### config.mk
export PLATFORM = sky130hd
export DESIGN_NAME = nchan_rr_mux
export DESIGN_NICKNAME = d
export VERILOG_FILES = /design/src/rtl/nchan_rr_mux_pkg.sv /design/src/rtl/nchan_rr_mux_rr_pick.sv /design/src/rtl/nchan_rr_mux.sv
export SDC_FILE = /design/constraint.sdc
export NUM_CORES = 1
export LEC_CHECK = 0
export ABC_AREA = 1
export CORE_ASPECT_RATIO = 0.9
export CORE_MARGIN = 3
export CORE_UTILIZATION = 31
export DETAILED_ROUTE_END_ITERATION = 10
export GPL_TIMING_DRIVEN = 0
export HOLD_SLACK_MARGIN = 0.06
export SLEW_MARGIN = 20
export SYNTH_ARGS = -nofsm -noshare
export SYNTH_HDL_FRONTEND = slang
export SYNTH_HIERARCHICAL = 1
export SYNTH_SLANG_ARGS = --single-unit
### constraint.sdc
create_clock -name clk -period 4.4 [get_ports clk]
set_input_delay 1.32 -clock clk [delete_from_list [all_inputs] [get_ports clk]]
set_output_delay 1.32 -clock clk [all_outputs]
set_load 0.01 [all_outputs]
### src/rtl/nchan_rr_mux_pkg.sv
// Shared definitions for the N-channel round-robin / fixed-select output mux.
// Mode encodings are used by the top level when choosing the grant source.
package nchan_rr_mux_pkg;

  typedef enum logic {
    MODE_FIXED = 1'b0,
    MODE_RR    = 1'b1
  } mode_e;

endpackage

### src/rtl/nchan_rr_mux_rr_pick.sv
// Rotating priority search: first requester strictly after ptr, wrapping,
// with ptr itself checked last.
module rr_pick #(
  parameter  int CH = 4,
  localparam int SW = $clog2(CH)
) (
  input  logic [CH-1:0] req,
  input  logic [SW-1:0] ptr,
  output logic          found,
  output logic [SW-1:0] idx
);

  always_comb begin
    // NOTE: every combinational output gets a default before any branch,
    // otherwise paths that skip the assignment infer a latch.
    found = 1'b0;
    idx   = '0;
    for (int k = 1; k <= CH; k++) begin
      if (!found && req[(int'(ptr) + k) % CH]) begin
        found = 1'b1;
        idx   = SW'((int'(ptr) + k) % CH);
      end
    end
  end

endmodule

### src/rtl/nchan_rr_mux.sv
// CH-channel mux into a single-entry registered output stage, selecting
// either a fixed channel (sel) or a round-robin rotating grant.
module nchan_rr_mux
  import nchan_rr_mux_pkg::*;
#(
  parameter  int N  = 8,
  parameter  int CH = 4,
  localparam int SW = $clog2(CH)
) (
  input  logic            clk,
  input  logic            rst,
  input  logic [CH*N-1:0] in_data,
  input  logic [CH-1:0]   in_valid,
  output logic [CH-1:0]   in_ready,
  input  logic            mode,
  input  logic [SW-1:0]   sel,
  output logic [N-1:0]    out_data,
  output logic [SW-1:0]   out_chan,
  output logic            out_valid,
  input  logic            out_ready
);

  logic [SW-1:0] ptr;
  logic          rr_found;
  logic [SW-1:0] rr_idx;
  logic          fix_found;
  logic          grant_found;
  logic [SW-1:0] grant_idx;
  logic [N-1:0]  grant_data;
  logic          load_en;
  logic          ch_xfer;
  logic          rr_mode;

  rr_pick #(.CH(CH)) u_rr_pick (
    .req   (in_valid),
    .ptr   (ptr),
    .found (rr_found),
    .idx   (rr_idx)
  );

  assign rr_mode = (mode_e'(mode) == MODE_RR);

  // An out-of-range sel never grants, even for non-power-of-two CH.
  always_comb begin
    fix_found = 1'b0;
    if (int'(sel) < CH) fix_found = in_valid[sel];
  end

  always_comb begin
    grant_found = fix_found;
    grant_idx   = sel;
    if (rr_mode) begin
      grant_found = rr_found;
      grant_idx   = rr_idx;
    end
  end

  assign grant_data = in_data[int'(grant_idx)*N +: N];

  // The output register accepts a new beat when empty or draining this edge.
  assign load_en = !out_valid || out_ready;
  assign ch_xfer = grant_found && load_en && !rst;

  always_comb begin
    in_ready = '0;
    if (ch_xfer) in_ready[grant_idx] = 1'b1;
  end

  always_ff @(posedge clk or posedge rst) begin
    if (rst) begin
      out_valid <= 1'b0;
      out_data  <= '0;
      out_chan  <= '0;
      ptr       <= SW'(CH - 1);
    end else if (ch_xfer) begin
      // NOTE: state registers use non-blocking assignments so every flop
      // samples pre-edge values regardless of statement order.
      out_valid <= 1'b1;
      out_data  <= grant_data;
      out_chan  <= grant_idx;
      if (rr_mode) ptr <= grant_idx;
    end else if (out_valid && out_ready) begin
      out_valid <= 1'b0;
    end
  end

endmodule

Yosys cells after proc, flatten, opt, wreduce, memory -nomap -nowiden
Index checks and enable logic that the tools add are counted.

Memory bits (writable): 0. Word-level logic and storage cells: 68. Register bits: 13. Bits in read-only memories: 0. Output and inout bits: 15. Bits in latches: 0. Memories kept: 0.

Reduce and logical (&&, ||, !) cells: 19. Divide/modulo/power cells: 0. Bitwise operators: 4. $mul: 0. $add $sub $neg: 4. Shifts and indexed selects: 1. Equal/unequal tests: 0. Order comparisons: 7. Muxes and demuxes: 29.

Operators by type and width (number): indexed part select 32 x 6 -> 8 bit (1); two-way mux 1 bit (17); less-than comparator 3 x 4 -> 1 bit (second input constant) (4); binary-select mux 1 bit (select 2 bit) (5); two-way mux 2 bit (5); OR reduction 2 bit (4); logical AND 1 bit (7); less-than comparator 2 x 3 -> 1 bit (second input constant) (2); logical NOT 1 bit (5); adder 2 x 1 -> 2 bit (second input constant) (2); adder 2 bit (second input constant) (2); AND 1 bit (first input constant) (4); two-way mux 4 bit (1); demux 1 bit (select 2 bit) (1); >= comparator 2 x 1 -> 1 bit (second input constant) (1); AND reduction 2 bit (1); nonzero test 2 bit (1); logical OR 1 bit (1).

Depth between registers and ports, before layout
Gate-level depths: netlist of the first run.

Depth after elaboration: 22. Depth in mapped cells: 19. Mapped depth without buffers: 17.

Hierarchy
The synthesis of the first run kept the hierarchy.

Modules (own cells, without submodules): nchan_rr_mux (instances 1, cells an instance 159, area each 947.2 um2, sequential area each 327.8 um2); rr_pick (instances 1, cells an instance 49, area each 290.3 um2, sequential area each 0.0 um2).

Worst setup path before layout of the first run
OpenSTA, ideal clock, no wires.

Kind: in2out. Start point: in in_valid[2]. End point: out in_ready[1]. Required time: 3.080 ns. Buffers on the path: 1. Stages on the path: 12. Slack: 0.541 ns. Arrival time: 2.539 ns. Cell sequence: nand2_1 nand2_4 nand2_4 nand2_4 nor2_4 nand3b_1 nand3_1 inv_1 nand2_1 nand2_4 buf_6 nor3_1.

Cells in the longest elaborated chain, start to end: 19. Elaborated cells between the ends (all ways): 38.

RTL lines: start: declaration (line nchan_rr_mux.sv:13) `input logic [CH-1:0] in_valid,`; binary-select mux 1 bit (select 2 bit) (line nchan_rr_mux_rr_pick.sv:19) `if (!found && req[(int'(ptr) + k) % CH]) begin`; two-way mux 1 bit (implied by the code) (2 in a row) (line nchan_rr_mux_rr_pick.sv:19); two-way mux 1 bit (line nchan_rr_mux_rr_pick.sv:19); logical NOT 1 bit (line nchan_rr_mux_rr_pick.sv:19); logical AND 1 bit (line nchan_rr_mux_rr_pick.sv:19); two-way mux 1 bit (line nchan_rr_mux_rr_pick.sv:19); logical NOT 1 bit (line nchan_rr_mux_rr_pick.sv:19); logical AND 1 bit (line nchan_rr_mux_rr_pick.sv:19); [3 not listed]; two-way mux 2 bit (*) (line nchan_rr_mux_rr_pick.sv:19); via rr_idx[0] (line nchan_rr_mux.sv:25) `logic [SW-1:0] rr_idx;`; two-way mux 2 bit (*) (line nchan_rr_mux.sv:52) `if (rr_mode) begin`; less-than comparator 2 x 3 -> 1 bit (implied by the code) or >= comparator 2 x 1 -> 1 bit (tied branches) (line nchan_rr_mux.sv:66) `if (ch_xfer) in_ready[grant_idx] = 1'b1;`; logical AND 1 bit (implied by the code) (line nchan_rr_mux.sv:66); two-way mux 1 bit (implied by the code) (line nchan_rr_mux.sv:66); demux 1 bit (select 2 bit) (*) (line nchan_rr_mux.sv:66); two-way mux 4 bit (*) (line nchan_rr_mux.sv:66); end: declaration (line nchan_rr_mux.sv:14) `output logic [CH-1:0] in_ready,`.

Mark *: on every way through the listed nets, which the timed path passes. The rest lies on a longest branch. The select of a mux whose other input is x is not followed.

Worst setup path in the final report of the first run
Start point: in in_valid[2]. End point: out in_ready[3].

Same word-level chain as after synthesis.

==> flow_summary.json, run 1 <==
{
  "status": "complete, no violations",
  "grtUsageTotal_pct": 15.0,
  "leakage_nw": 1.04,
  "ys_ff_latch": 13,
  "port_buffers": 56,
  "boundaryPins": 57,
  "clk_pin_slew_ps": 50,
  "dpl.hpwl_mm": 2.78,
  "die_x_um": 72.6,
  "tightest_slew_ps": 286,
  "report.final.hold_viol_count": 0,
  "h-tree-depth": 1,
  "initial_core_util_pct": 32.7,
  "antenna_found_initial": 0,
  "synth.avg_cell_area_sq_um": 5.95,
  "core_area_sq_um": 3780,
  "power_density_nw_per_um2": 579,
  "yosysWarnings": 6,
  "worstSetupEndpointType": "primary output",
  "synthArstFlopShare_pct": 100,
  "synth_cell_types": 22,
  "seq_area_frac_synth_pct": 26.5,
  "finalCriticalPeriod_ps": 4260,
  "final_max_slew_viol_count": 0,
  "num_rows": 21,
  "path_class": "in -> out",
  "ys.flop_type": "dfrtp_1",
  "cts_tree": "yes",
  "start_kind": "input port",
  "overflow": 0,
  "hold_class": "reg -> reg",
  "slew_headroom_pct": 80.9,
  "cts.sinks": 13,
  "min_period_over_period_pct": 96.8,
  "post_drt_wl_per_cell_um": 10.7,
  "drc_errors": 0,
  "first_iter_violations": 69,
  "required_ps": 3080,
  "syn_inst": 208,
  "grt_max_degree": 15,
  "layout_common_cells": "nand2_1 (125), clkdlybuf4s50_1 (48), nand2_2 (14), dfrtp_1 (11), inv_1 (10)",
  "max_freq_mhz": 235,
  "holdWs_ps": 478,
  "cts.path.max_buffers": 2,
  "fin_area_sq_um": 1950,
  "drt_first_pass_iters": 4,
  "dpl_cell_area_sq_um": 1860,
  "final_common_cell": "nand2_1",
  "vias": 1380,
  "arrival_ps": 2940,
  "ant_nets": 0,
  "cts_buffers": 3,
  "gp_congestion": 0.737,
  "grt_pass1_vias": 1280,
  "seqCellArea_sq_um": 328,
  "diodes": 0,
  "vdd_drop_max_v": 0.000187,
  "die_y_um": 65.9,
  "grt_pass1_wl_mm": 5.80,
  "cts_root_buffer": "clkbuf_8",
  "wl_mm": 3.43,
  "n_fill_cell": 393,
  "viasPerCell": 4.30,
  "skew_ps": 0.580,
  "area_growth_pct": 57.9,
  "clk_latency_ps": 240,
  "synth_nets": 250,
  "synth_edf_count": 0,
  "cp_max_fo": 10,
  "cap_viol_max_count": 0,
  "syn_area_sq_um": 1240,
  "multi_input_area_sq_um": 810,
  "dieArea_sq_um": 4790,
  "layout-drive-gt1-share_pct": 18.5,
  "setup_viol": 0,
  "nets": 318
}
==> registers in the layout, indices dropped and copies added (netlist names) <==
name       count
out_data       8
out_chan       2
ptr            2
out_valid      1
==> cell type report <==
type                       count  area share [%]
buffer                         5            3.07
clock buffer                   4            2.30
inverter                      15            3.39
multi-input combinational    175            41.4
sequential                    13            16.8
tap                           46            2.94
timing repair buffer          63            30.1
==> path summary, 6_finish.rpt <==
| check | startpoint | end | slack (ps) | cells past startpoint |
|---|---|---|---|---|
| setup / recovery | in_valid[2] | in_ready[3] | 140 | 14 |
| hold reg to reg | out_data[4] | out_data[4] | 480 | 2 |
| max in group asynchronous | rst | ptr[1] | 2760 | 2 |
| hold / removal | out_data[4] | out_data[4] | 480 | 2 |
| min in group asynchronous | rst | out_data[3] | 1390 | 2 |
| setup reg to reg | ptr[0] | out_data[7] | 2190 | 19 |
==> report_power, final <==
group	total [mW]	internal (mW)	switching, mW
sequential	0.225	0.183	0.0418
combinational	0.804	0.355	0.449
clock	0.103	0.0638	0.0394
==> what timing repair did <==
item                                    CTS  global route
setup buffers                             3             4
endpoints found under the setup margin    4             4
resized for setup                        25             3
pin swaps                                 2             3
hold buffers                              0             0
==> layer usage <==
| layer | global-route usage, % | routed length, um | vias to the layer above |
|---|---|---|---|
| met5 | 0 | 0 | - |
| met4 | 4.15 | 0 | 0 |
| met3 | 2.13 | 136 | 0 |
| met2 | 22.4 | 1530 | 35 |
| met1 | 22.2 | 1760 | 573 |
| li1 | - | - | 772 |
==> metrics by stage <==
stage          power (mW)  utilization [%]  TNS, ps  instances  setup slack (ps)
6_report             1.13             51.7        0        321               142
5_1_grt              1.26             51.7    -5.96        321             -5.96
4_1_cts              1.13             50.6        0        317               103
3_5_place_dp         1.00             49.0    -2490        310              -659
3_3_place_gp         1.00             49.0    -2520        310              -664
2_1_floorplan       0.736                -        0        208               541
==> synth_stat cells (all sizes together) (2+ instances only) <==
master	count	area share [%]
dfstp	2	4.2
a21oi	2	0.81
buf	5	4.5
nand3	7	2.8
nand3b	2	1.2
nand2	146	51
nand4	4	2.0
inv	14	4.7
dfrtp	11	22
nor3	4	1.6
o21ai	5	2.3
nor2	4	1.8
==> worst max-delay path: stages <==
cell,delay [ps]
dlygate4sd2_1,270
nand2_2,110
nand2_4,60
nand2_4,80
nand2_4,60
nor2_4,130
nand4_1,110
nand3_2,120
inv_1,60
nand2_1,90
nand2_4,60
buf_6,140
nor3_1,170
buf_2,160
==> logic make-up (layout without fill, tap and decap cells) <==
kind of cell,Yosys count,in the layout,share of synthesized area (%)
and+or+nand+nor,167,167,60.3
buffers and inverters,20,87,9.50
DFF,13,13,26.5
AOI/OAI and AO/OA,8,8,3.74
No activity file was read; power rests on OpenSTA's default activity.
==> run 2: changes to the inputs <==
SLEW_MARGIN = 10   (was 20)
==> results of run 2 <==
Final layout, timing and power as in run 1 (identical DEF).
==> run 3: changes to the inputs <==
SETUP_SLACK_MARGIN = 0.3   (was not set)
==> run 3 against run 2 <==
Against the previous run: combinational power up 9.7%; register-to-register slack got worse by 80 ps; cell area is 4.4% higher; non-clock buffer count is 6 higher; sequential power about the same; global-route usage grew 0.60 points; clock power about the same; cell count up 1.9%; maximum frequency is 6.0% higher; sequential cell count stayed put; die area stayed put; largest cell class unchanged; highest routed layer is now met4.
==> flow_summary.json, run 3 (synthesized netlist as in run 1, its figures left out) <==
{
  "layout-drive-gt1-share_pct": 26.3,
  "largest_register": "out_data",
  "p_sw_mw": 0.563,
  "largest_reg_flops": 8,
  "cap_viol_max_count": 0,
  "power_density_nw_per_um2": 594,
  "num_rows": 21,
  "slew_headroom_pct": 78.0,
  "final_common_cell": "nand2_1",
  "final_core_util_pct": 53.9,
  "dpl.hpwl_mm": 2.78,
  "clk_latency_ps": 240,
  "vdd_drop_max_v": 0.000213,
  "hold_depth": 2,
  "first_iter_violations": 70,
  "min_period_over_period_pct": 91.3,
  "viasPerCell": 4.32,
  "leakage_nw": 1.09,
  "setup_viol": 0,
  "p_int_mw": 0.648,
  "post_drt_wl_per_cell_um": 10.9,
  "gp_congestion": 0.737,
  "layout_common_cells": "nand2_1 (118), clkdlybuf4s50_1 (46), nand2_2 (20), buf_4 (16), dfrtp_1 (11)",
  "rr_worst_depth": 20,
  "drc_errors": 0,
  "diodes": 0,
  "dieArea_sq_um": 4790,
  "cp_max_fo": 4,
  "grt_max_degree": 14,
  "rsz0062_at_grt": "yes",
  "tightest_slew_ps": 330,
  "antenna_found_initial": 0,
  "cts_buffers": 3,
  "wl_mm": 3.56,
  "grt_pass1_vias": 1348,
  "top_regs": "out_data: 8 flops, out_chan: 2 flops, ptr: 2 flops",
  "holdWs_ps": 480,
  "max_freq_mhz": 249,
  "path_class": "in -> out",
  "ctsHoldBuffers": 0,
  "cts_tree": "yes",
  "h-tree-depth": 1,
  "status": "complete, no violations",
  "cts.path.max_buffers": 2,
  "grtUsageTotal_pct": 15.6,
  "worstSetupEndpointType": "primary output",
  "skew_ps": 2.54,
  "combPwrFrac_pct": 72.8,
  "cts_root_buffer": "clkbuf_8",
  "overflow": 0,
  "clk_pin_slew_ps": 50,
  "ant_nets": 0,
  "boundaryPins": 57,
  "finalNonFillerCells": 327,
  "area_growth_pct": 64.9,
  "arrival_ps": 2700,
  "finalCriticalPeriod_ps": 4020,
  "port_buffers": 56,
  "dp_cells": 310,
  "cts.sinks": 13,
  "tns_ps": 0,
  "p_seq_share_pct": 18.6,
  "core_area_sq_um": 3780,
  "required_ps": 3080,
  "hold_class": "reg -> reg",
  "n_fill_cell": 388,
  "nets": 324,
  "drt_first_pass_iters": 4,
  "switching_share_pct": 46.5,
  "initial_core_util_pct": 32.7,
  "report.final.hold_viol_count": 0,
  "final_max_slew_viol_count": 0,
  "grt_pass1_wl_mm": 6.02,
  "die_y_um": 65.9,
  "totalPowerFinal_mw": 1.21,
  "clkPwrFrac_pct": 8.6,
  "die_x_um": 72.6,
  "start_kind": "input port",
  "vias": 1413
}
run 3: cell count changes in the layout (fill, tap and decap cells not counted), sizes merged:
cell           change
dlygate4sd2        -4
buf               +10
clkdlybuf4s50      -2
dlymetal6s2s       +2
run 3: final cells by class:
| cell class | count | area [sq um] | area share [%] |
|---|---|---|---|
| sequential | 13 | 328 | 16.1 |
| inverter | 15 | 66.3 | 3.25 |
| buffer | 5 | 63.8 | 3.13 |
| timing repair buffer | 69 | 631 | 30.9 |
| clock buffer | 4 | 45.0 | 2.21 |
| multi-input combinational | 175 | 850 | 41.6 |
| tap | 46 | 57.6 | 2.82 |
run 3: worst max-delay path, cell delays in order:
cell and delay, ps:
buf_4 130, nand2_2 60, nand2_2 60, nand2_2 70, nand2_2 60, nor2_4 130
nand4_1 120, nand3_2 130, inv_2 50, nand2_2 60, nand2_4 50, buf_8 120
nor3_2 160, buf_2 150
run 3: timing repair:
action / in CTS / in global routing
pin swaps: 12 / 9
endpoints found under the setup margin: 4 / 4
buffers inserted: 10 / 3
gates resized for setup: 43 / 17
run 3: worst paths after layout:
| path | slack (ps) | from | endpoint |
|---|---|---|---|
| max | 380 | in_valid[3] | in_ready[1] |
| min | 480 | out_data[4] | out_data[4] |
| max reg2reg | 2110 | ptr[0] | out_data[5] |
| min reg2reg | 480 | out_data[4] | out_data[4] |
| max in group asynchronous | 2700 | rst | ptr[1] |
| min in group asynchronous | 1470 | rst | out_chan[0] |
run 3: power by group through the flow:
stage	logic [mW]	registers [mW]	clock network (mW)
floorplan	0.496	0.240	0
finish	0.882	0.225	0.104
global placement	0.776	0.226	0
CTS	0.854	0.226	0.106
detailed placement	0.775	0.225	0
global route	0.987	0.235	0.111
run 3: stage by stage:
stage	worst slack, ps	area [sq um]
6_report	384	2040
4_1_cts	303	1980
2_1_floorplan	541	1240
5_1_grt	291	2040
3_5_place_dp	-659	1860
3_3_place_gp	-664	1860
run 3: metal layers:
layer	GRT usage [%]	share of wire, %
met1	21.7	49
met2	25.1	46
met3	2.13	3.9
met4	4.15	0.87
met5	0	0
